<file path="src/rtl/snn_lif_layer_tdm.sv">
// Time-multiplexed leaky integrate-and-fire layer: one neuron updated per cycle per timestep.
// Optional leak is built only when SNN_LIF_LEAK_EN is defined; otherwise pure integrate-and-fire.
module snn_lif_layer_tdm #(
  parameter int NUM_INPUTS  = 4,
  parameter int NUM_NEURONS = 4,
  parameter int WEIGHT_SIZE = 8,
  parameter int POT_SIZE    = 16,
  parameter int THRESH      = 15,
  parameter int RESET       = 0,
  parameter int REFRAC      = 5,
  parameter int LEAK        = 1,
  localparam int NW = (NUM_NEURONS > 1) ? $clog2(NUM_NEURONS) : 1,
  localparam int IW = (NUM_INPUTS > 1) ? $clog2(NUM_INPUTS) : 1
) (
  input  logic                          clk,
  input  logic                          rst,
  input  logic                          start,
  input  logic [NUM_INPUTS-1:0]         spike_in,
  input  logic                          wr_en,
  input  logic [NW-1:0]                 wr_neuron,
  input  logic [IW-1:0]                 wr_input,
  input  logic signed [WEIGHT_SIZE-1:0] wr_data,
  output logic                          busy,
  output logic                          done,
  output logic [NUM_NEURONS-1:0]        spike_out
);

  localparam int SW  = WEIGHT_SIZE + $clog2(NUM_INPUTS) + 1;
  localparam int RW  = ((POT_SIZE > SW) ? POT_SIZE : SW) + 2;
  localparam int RFW = (REFRAC > 0) ? $clog2(REFRAC + 1) : 1;
  localparam logic signed [RW-1:0] POT_MAX_W = $signed({{(RW-POT_SIZE+1){1'b0}}, {(POT_SIZE-1){1'b1}}});
  localparam logic signed [RW-1:0] POT_MIN_W = $signed({{(RW-POT_SIZE+1){1'b1}}, {(POT_SIZE-1){1'b0}}});
  localparam logic signed [RW-1:0] THRESH_W  = RW'(THRESH);
  localparam logic signed [RW-1:0] RESET_W   = RW'(RESET);
  localparam logic signed [POT_SIZE-1:0] RESET_P = POT_SIZE'(RESET);
  localparam logic [RFW-1:0] REFRAC_R = RFW'(REFRAC);
  localparam logic [NW-1:0]  LAST_IDX = NW'(NUM_NEURONS - 1);

  typedef enum logic [1:0] {S_IDLE, S_UPDATE, S_DONE} state_t;

  state_t                      state_r, state_s;
  logic [NW-1:0]               idx_r;
  logic [NUM_INPUTS-1:0]       spk_lat_r;
  logic                        busy_r, done_r;
  logic [NUM_NEURONS-1:0]      spike_out_r, next_spike_r, spikes_s;
  logic signed [WEIGHT_SIZE-1:0] w_r [NUM_NEURONS][NUM_INPUTS];
  logic signed [POT_SIZE-1:0]  pot_r [NUM_NEURONS];
  logic [RFW-1:0]              refrac_r [NUM_NEURONS];
  logic signed [SW-1:0]        sum_s;
  logic signed [RW-1:0]        pot_ext_s, leaked_s, result_s, sat_s;
  logic                        in_refrac_s, fire_s, spike_bit_s, wr_ok_s;

  assign busy      = busy_r;
  assign done      = done_r;
  assign spike_out = spike_out_r;

  // Synaptic sum of the current neuron over latched active inputs
  always_comb begin
    sum_s = '0;
    for (int i = 0; i < NUM_INPUTS; i++) begin
      if (spk_lat_r[i]) sum_s = sum_s + SW'(w_r[idx_r][i]);
      else              sum_s = sum_s;
    end
  end

  // Leak, integrate, saturate and threshold for the neuron under update
  always_comb begin
    pot_ext_s = RW'(pot_r[idx_r]);
    leaked_s  = pot_ext_s;
`ifdef SNN_LIF_LEAK_EN
    // Leak never overshoots RESET, whichever side the potential sits on
    if (pot_ext_s > RESET_W) begin
      if (pot_ext_s - RESET_W > RW'(LEAK)) leaked_s = pot_ext_s - RW'(LEAK);
      else                                 leaked_s = RESET_W;
    end else if (pot_ext_s < RESET_W) begin
      if (RESET_W - pot_ext_s > RW'(LEAK)) leaked_s = pot_ext_s + RW'(LEAK);
      else                                 leaked_s = RESET_W;
    end else begin
      leaked_s = pot_ext_s;
    end
`else
    leaked_s = pot_ext_s;
`endif
    result_s = leaked_s + RW'(sum_s);
    if (result_s > POT_MAX_W)      sat_s = POT_MAX_W;
    else if (result_s < POT_MIN_W) sat_s = POT_MIN_W;
    else                           sat_s = result_s;
    in_refrac_s = (refrac_r[idx_r] != '0);
    fire_s      = (sat_s >= THRESH_W);
    spike_bit_s = !in_refrac_s && fire_s;
    spikes_s         = next_spike_r;
    spikes_s[idx_r]  = spike_bit_s;
    wr_ok_s = (state_r == S_IDLE) && wr_en &&
              (int'(wr_neuron) < NUM_NEURONS) && (int'(wr_input) < NUM_INPUTS);
  end

  // Next-state logic
  always_comb begin
    state_s = state_r;
    case (state_r)
      S_IDLE: begin
        if (start) state_s = S_UPDATE;
        else       state_s = S_IDLE;
      end
      S_UPDATE: begin
        if (idx_r == LAST_IDX) state_s = S_DONE;
        else                   state_s = S_UPDATE;
      end
      S_DONE:  state_s = S_IDLE;
      default: state_s = S_IDLE;
    endcase
  end

  // Control registers; spike_out is published together with the last neuron's result
  always_ff @(posedge clk or negedge rst) begin
    if (!rst) begin
      state_r      <= S_IDLE;
      idx_r        <= '0;
      spk_lat_r    <= '0;
      busy_r       <= 1'b0;
      done_r       <= 1'b0;
      spike_out_r  <= '0;
      next_spike_r <= '0;
    end else begin
      state_r <= state_s;
      done_r  <= 1'b0;
      if (state_r == S_IDLE && start) begin
        spk_lat_r <= spike_in;
        idx_r     <= '0;
        busy_r    <= 1'b1;
      end else if (state_r == S_UPDATE) begin
        next_spike_r[idx_r] <= spike_bit_s;
        if (idx_r == LAST_IDX) begin
          spike_out_r <= spikes_s;
          busy_r      <= 1'b0;
          done_r      <= 1'b1;
        end else begin
          idx_r <= idx_r + NW'(1);
        end
      end else begin
        busy_r <= busy_r;
      end
    end
  end

  // Weight memory write port, open only in IDLE
  always_ff @(posedge clk or negedge rst) begin
    if (!rst) begin
      for (int n = 0; n < NUM_NEURONS; n++)
        for (int i = 0; i < NUM_INPUTS; i++)
          w_r[n][i] <= '0;
    end else if (wr_ok_s) begin
      w_r[wr_neuron][wr_input] <= wr_data;
    end else begin
      w_r <= w_r;
    end
  end

  // Membrane potential and refractory counters
  always_ff @(posedge clk or negedge rst) begin
    if (!rst) begin
      for (int n = 0; n < NUM_NEURONS; n++) begin
        pot_r[n]    <= RESET_P;
        refrac_r[n] <= '0;
      end
    end else if (state_r == S_UPDATE) begin
      if (in_refrac_s) begin
        refrac_r[idx_r] <= refrac_r[idx_r] - RFW'(1);
        pot_r[idx_r]    <= RESET_P;
      end else if (fire_s) begin
        refrac_r[idx_r] <= REFRAC_R;
        pot_r[idx_r]    <= RESET_P;
      end else begin
        pot_r[idx_r]    <= sat_s[POT_SIZE-1:0];
      end
    end else begin
      pot_r <= pot_r;
    end
  end

endmodule
</file>
<file path="config.mk">
export PLATFORM = sky130hd
export DESIGN_NAME = snn_lif_layer_tdm
export DESIGN_NICKNAME = d
export VERILOG_FILES = /design/src/rtl/snn_lif_layer_tdm.sv
export SDC_FILE = /design/constraint.sdc
export NUM_CORES = 1
export LEC_CHECK = 0
export ABC_AREA = 1
export BUFFER_PORTS_ARGS = -buffer_cell sky130_fd_sc_hd__buf_2
export CAP_MARGIN = 20
export CELL_PAD_IN_SITES_DETAIL_PLACEMENT = 1
export CELL_PAD_IN_SITES_GLOBAL_PLACEMENT = 2
export CORE_ASPECT_RATIO = 1.5
export CORE_UTILIZATION = 37
export DETAILED_ROUTE_END_ITERATION = 10
export GPL_ROUTABILITY_DRIVEN = 0
export HOLD_SLACK_MARGIN = 0.03
export PLACE_DENSITY_LB_ADDON = 0.1
export SETUP_SLACK_MARGIN = 0.15
export SKIP_CTS_REPAIR_TIMING = 1
export SLEW_MARGIN = 20
export SYNTH_ARGS = -nofsm -noshare
export SYNTH_HDL_FRONTEND = slang
export SYNTH_SLANG_ARGS = --single-unit
</file>
<file path="constraint.sdc">
create_clock -name clk -period 11.34 [get_ports clk]
set_clock_uncertainty 0.15 [all_clocks]
set_input_delay 2.268 -clock clk [delete_from_list [all_inputs] [get_ports clk]]
set_output_delay 2.268 -clock clk [all_outputs]
set_load 0.005 [all_outputs]
</file>
==> results.rst, run 1 <==
.. list-table::
   :header-rows: 1

   * - Metric
     - Value
   * - Core Box Area
     - 36,900 sq um
   * - Result of the run
     - complete, no violations
   * - Crit. End Element
     - register
   * - Half-perimeter wire length after placement
     - 34,400 um
   * - NumNets Final
     - 1,979
   * - Number of antenna violations at the first check in global routing
     - 0
   * - Post-synthesis cell type with the largest combined area
     - dfrtp_1
   * - Top fanout value on the critical path
     - 63
   * - CTS sink count
     - 221
   * - Kind of launch point of the worst setup path
     - register
   * - Register bit total from synthesis
     - 221
   * - Clock tree buffer depth
     - 3
   * - RSZ-0062 raised after global routing
     - no
   * - Total negative slack
     - 0 ns
   * - Number of setup violations in the final report
     - 0
   * - Post-Syn Nets
     - 2,010
   * - Most frequent standard cell in the layout excluding fill and tap cells
     - nand2_1
   * - Met3 capacity usage during global routing
     - 0.0211
   * - Ranking of synthesized cells by area
     - dfrtp_1 (40%), nand2_1 (16%), o21ai_0 (10%)
   * - Avg Synthesized Cell Area
     - 7.17 sq um
   * - Pin count of the biggest net entering global routing
     - 91
   * - Slack of the worst reg-to-reg path
     - 1.32 ns
   * - Die Footprint
     - 38,300 sq um
   * - Worst min path class
     - reg -> reg
   * - Final number of hold-violating endpoints
     - 0
   * - Area share of the leading cell type in the synthesized netlist
     - 0.398
   * - Largest stage delay on the critical path
     - 0.68 ns
   * - Achievable Freq
     - 0.0998 GHz
   * - Count of warnings emitted by yosys
     - 0
   * - Max-cap check violation count
     - 0
   * - Wire length of the first global-routing pass
     - 76,700 um
   * - Required time of the critical path
     - 11.66 ns
   * - Ys flop type
     - dfrtp_1
   * - Distinct cell type count of the synthesized netlist
     - 52
   * - Min cycle time layout
     - 10.02 ns
   * - Number of global-route vias before repair
     - 13,500
   * - Post-synthesis cell count
     - 1,935
   * - Number of nets with antenna violations after routing
     - 0
   * - Met2 track utilization from global routing
     - 0.509
   * - Vertical extent of the die
     - 239 um
   * - DR vias/cell
     - 5.27
   * - Initial Util
     - 0.376
   * - GRT Resource Usage Total
     - 0.259
   * - Async set-reset flop share out of synthesis
     - 1.00
   * - Buffers plus inverters on the worst setup path
     - 6
   * - Number of standard-cell rows in the floorplan
     - 86
   * - Wire length per cell after detailed routing
     - 20.0 um
   * - Drc violations
     - 0
   * - CTS tree
     - built
   * - Fraction of the cycle the final worst path needs
     - 0.883
   * - Grt peak-use layer
     - met2
   * - Clock root cell
     - clkbuf_16
   * - Number of buffers created by CTS
     - 26
   * - Arrival time of data at the critical path endpoint
     - 10.34 ns
   * - Buffers added on ports
     - 25
   * - Diodes inserted
     - 0
   * - Detailed router's first-iteration violation count
     - 505
   * - Worst-path clk slew
     - 0.06 ns
   * - Number of fillers in the final layout
     - 4,667
   * - Clock H-tree levels
     - 1
   * - Layout overhead on the synthesized area
     - 9.43%
   * - Commonest cells after routing, fill and taps aside
     - nand2_1 (594), o21ai_0 (279), dfrtp_1 (219)
   * - Met1 GRT Util
     - 0.282
   * - Cell type with the highest occurrence count on the critical path
     - nand2_1
   * - Netlist Area Pre-Place
     - 13,900 sq um
   * - 1st-pass router iterations
     - 4
   * - Share of cells above drive strength 1
     - 0.0832
   * - Measured slew at the worst slew-check pin
     - 1.09 ns
   * - Max Slew Vio Count
     - 0
   * - Clock Latency Late Sink
     - 0.56 ns
   * - Worst-path cell with the longest stage delay
     - dfrtp_4
   * - Fraction of the yosys area taken by sequential cells
     - 0.398
   * - Vias post-DR
     - 12,700
   * - Max_slew headroom
     - 0.269
   * - Count of flip-flops with a built-in enable after synthesis
     - 0
   * - Floorplan die width
     - 160 um
   * - GRT Residual Overflow
     - 0
   * - Setup CP Type
     - reg -> reg
   * - WL final
     - 48,200 um
   * - Boundary pin count
     - 26
   * - Cell class contributing the biggest share of worst-path delay
     - compound AO/OA/AOI/OAI gates
-- final timing paths --
check | from | end | cells after the start
max | idx_r[0] | pot_r[48] | 43
min | busy | busy | 2
max reg2reg | idx_r[0] | pot_r[48] | 43
max in group asynchronous | rst | idx_r[0] | 2
min reg2reg | busy | busy | 2
min in group asynchronous | rst | pot_r[58] | 1
-- final cells by class --
cell class | instances | area, sq um | share of cell area
multi-input cells | 1456 | 7280 | 0.479
inverters | 160 | 618 | 0.0407
well taps | 484 | 606 | 0.0399
clock buffers | 39 | 759 | 0.0500
clock inverters | 8 | 154 | 0.0101
repair buffers | 39 | 240 | 0.0158
flip-flops and latches | 221 | 5540 | 0.364
-- registers in the layout, indices dropped and copies added (netlist names) --
name and count:
busy 1, done 1, idx_r 2, next_spike_r 3, pot_r 64, refrac_r 12
spike_out 4, spk_lat_r 4, state_r 2, w_r 128
-- routing by layer --
layer,up-vias,part of all wire
met5,-,0
met1,6229,0.39
li1,6216,-
met4,0,0.040
met3,77,0.022
met2,162,0.55
-- logic make-up after synthesis --
kind of cell               Yosys count  share of synthesized area
DFF                                221                      0.398
xor gates and xnor gates            32                     0.0202
adders and majority gates           55                     0.0517
buffers and inverters              258                     0.0777
muxes                                1                   0.000721
and+or+nand+nor                    942                      0.288
AOI/OAI and AO/OA                  426                      0.163
-- worst min-delay path: cells and delay by family (launching register included) --
kind | cells | cell delay [ns]
AND/OR/NAND/NOR | 2 | 0.10
flip-flops | 1 | 0.34
-- through the flow --
| step | hold slack, ns | util | cell area, sq um | setup WS (ns) | std cells |
|---|---|---|---|---|---|
| global route | 0.352 | 0.412 | 15200 | 0.387 | 2407 |
| global placement | 0.299 | 0.387 | 14300 | 1.42 | 2360 |
| detailed placement | 0.318 | 0.387 | 14300 | 1.05 | 2360 |
| floorplan | 0.292 | - | 13900 | 3.18 | 1935 |
| CTS | 0.332 | 0.411 | 15200 | 0.995 | 2407 |
| finish | 0.327 | 0.412 | 15200 | 1.32 | 2407 |
-- synthesized netlist by cell type (6+ instances only) --
library cell / count
nand3_2: 7
inv_1: 149
or2_2: 6
xor2_1: 26
o21bai_1: 9
dfrtp_1: 221
nand4_1: 12
nand2_1: 594
clkbuf_1: 68
nor3_1: 7
a21oi_1: 87
nor2_1: 156
nand3_1: 104
buf_2: 10
o22ai_1: 20
xnor2_1: 6
nand2_4: 9
nand2_2: 36
buf_4: 14
ha_1: 51
o21ai_0: 279
Power of run 1 is not shown: default switching activity piles up to over one toggle a cycle in this logic, so the estimate is an artifact.
==> run 2: changes to the inputs <==
CORE_MARGIN = 1.5   (was default)
REMOVE_ABC_BUFFERS = 1   (was default)
==> run 2 against run 1 <==
Clock-buffer cell count decreased by 3. Worst setup slack improved by 0.38 ns. Design area decreased by 0.77%. Hold slack got worse by 0.0036 ns. Sequential share of layout area increased by 0.27 points. Critical path type unchanged. Largest cell class unchanged.
==> results.rst, run 2 (synthesized netlist as in run 1, its figures left out) <==
.. list-table::
   :header-rows: 1

   * - Metric
     - Value
   * - GRT Resource Usage Total
     - 0.261 (+0.00198)
   * - Share of cells above drive strength 1
     - 0.0808 (-0.00243)
   * - Arrival time of data at the critical path endpoint
     - 9.98 ns (-0.36 ns)
   * - Top reg by flops
     - w_r
   * - DR vias/cell
     - 5.30 (+0.66%)
   * - NumNets Final
     - 1,976 (-0.15%)
   * - Beginning of the worst hold path
     - busy
   * - Vias post-DR
     - 12,700 (+0.49%)
   * - Diodes inserted
     - 0 (unchanged)
   * - CTS tree
     - built
   * - Clock H-tree levels
     - 1 (unchanged)
   * - Floorplan die width
     - 161 um (+0.62%)
   * - Result of the run
     - complete, no violations
   * - Commonest cells after routing, fill and taps aside
     - nand2_1 (594), o21ai_0 (279), dfrtp_1 (219)
   * - Final number of hold-violating endpoints
     - 0 (unchanged)
   * - WL final
     - 49,100 um (+1.8%)
   * - Worst-path clk slew
     - 0.06 ns (about the same)
   * - Number of flip-flops under the largest register name
     - 128 (unchanged)
   * - Vertical extent of the die
     - 240 um (+0.42%)
   * - Crit. End Element
     - register
   * - Die Footprint
     - 38,700 sq um (+1.0%)
   * - Number of antenna violations at the first check in global routing
     - 0 (unchanged)
   * - Worst min path class
     - reg -> reg
   * - Kind of launch point of the worst setup path
     - register
   * - Max-cap check violation count
     - 0 (unchanged)
   * - Number of buffers created by CTS
     - 25 (-3.8%)
   * - Drc violations
     - 0 (unchanged)
   * - Number of setup violations in the final report
     - 0 (unchanged)
   * - Wire length per cell after detailed routing
     - 20.4 um (+2.0%)
   * - Placed Instances
     - 2,358 (-0.085%)
   * - Layout overhead on the synthesized area
     - 8.58%
   * - Wire length of the first global-routing pass
     - 77,400 um (+0.81%)
   * - Worst-path cell with the longest stage delay
     - inv_2
   * - Clock root cell
     - clkbuf_16
   * - Number of nets with antenna violations after routing
     - 0 (unchanged)
   * - Core Box Area
     - 36,900 sq um (unchanged)
   * - GRT Residual Overflow
     - 0 (unchanged)
   * - Finished Core Util
     - 0.408 (-0.00319)
   * - Worst reg2reg path startpoint
     - idx_r[1]
   * - Clock tree buffer depth
     - 3 (unchanged)
   * - Critical Path Start
     - idx_r[1]
   * - Initial Util
     - 0.376 (unchanged)
   * - Required time of the critical path
     - 11.68 ns (+0.02 ns)
   * - Half-perimeter wire length after placement
     - 35,400 um (+2.8%)
   * - RSZ-0062 raised after global routing
     - no
   * - Buffers added on ports
     - 25 (unchanged)
   * - Largest stage delay on the critical path
     - 0.59 ns (-0.09 ns)
   * - Regs by FF count
     - w_r (128), pot_r (64), refrac_r (12)
   * - Number of standard-cell rows in the floorplan
     - 86 (unchanged)
   * - Achievable Freq
     - 0.104 GHz (+3.9%)
   * - Setup CP Type
     - reg -> reg
   * - Measured slew at the worst slew-check pin
     - 1.10 ns (+0.00692 ns)
   * - Detailed router's first-iteration violation count
     - 539 (+6.7%)
   * - Min cycle time layout
     - 9.64 ns (-0.377 ns)
   * - Fraction of the cycle the final worst path needs
     - 0.850 (-0.0332)
   * - Total negative slack
     - 0 ns (unchanged)
   * - Clock Latency Late Sink
     - 0.56 ns (about the same)
   * - Number of global-route vias before repair
     - 13,600 (+0.55%)
   * - Boundary pin count
     - 26 (unchanged)
   * - Final Non-Filler Cells
     - 2,403 (-0.17%)
   * - Cell type with the highest occurrence count on the critical path
     - a21oi_1
   * - Most frequent standard cell in the layout excluding fill and tap cells
     - nand2_1
   * - CTS sink count
     - 221 (unchanged)
   * - Pin count of the biggest net entering global routing
     - 82 (-9.9%)
   * - Top fanout value on the critical path
     - 63 (unchanged)
   * - Max Slew Vio Count
     - 0 (unchanged)
   * - 1st-pass router iterations
     - 5 (+1)
   * - Max_slew headroom
     - 0.265 (-0.00463)
run 2: worst max-delay path: cells and delay by family (launching register included):
kind	cells	cell delay [ns]
AO/OA/AOI/OAI	14	3.21
flip-flops	1	0.51
buffers and inverters	5	1.04
XOR/XNOR	2	0.31
AND/OR/NAND/NOR	15	2.42
adder cells (fa/ha/maj)	5	1.80
run 2: worst paths after layout:
path | endpoint | slack (ns) | cells past startpoint
max | pot_r[52] | 1.70 | 41
min | busy | 0.32 | 2
max reg2reg | pot_r[52] | 1.70 | 41
min reg2reg | busy | 0.32 | 2
max in group asynchronous | w_r[125] | 7.10 | 3
min in group asynchronous | pot_r[22] | 1.56 | 1
run 2: through the flow:
| stage | area [sq um] | hold WS [ns] | setup slack (ns) |
|---|---|---|---|
| floorplan | 13400 | 0.292 | 1.87 |
| global placement | 14300 | 0.298 | 1.86 |
| detailed placement | 14300 | 0.318 | 1.66 |
| CTS | 15100 | 0.332 | 1.59 |
| global route | 15100 | 0.360 | 0.526 |
| finish | 15100 | 0.324 | 1.70 |
run 2: area by class of cell:
type | instances | area, sq um
Inverter | 160 | 618
Fill cell | 4670 | 21800
Sequential cell | 221 | 5530
Timing Repair Buffer | 37 | 225
Clock buffer | 36 | 697
Tap cell | 484 | 606
Multi-Input combinational cell | 1456 | 7280
Clock inverter | 9 | 116
run 2: layer usage:
layer,up-vias,routed length (um),GRT usage,share of wire
met2,163,26400,0.507,0.54
met3,89,1070,0.0243,0.022
met4,0,2860,0.142,0.058
met5,-,0,0,0
met1,6274,18800,0.273,0.38
li1,6220,-,-,-
Power of run 2 is left out for the same reason.
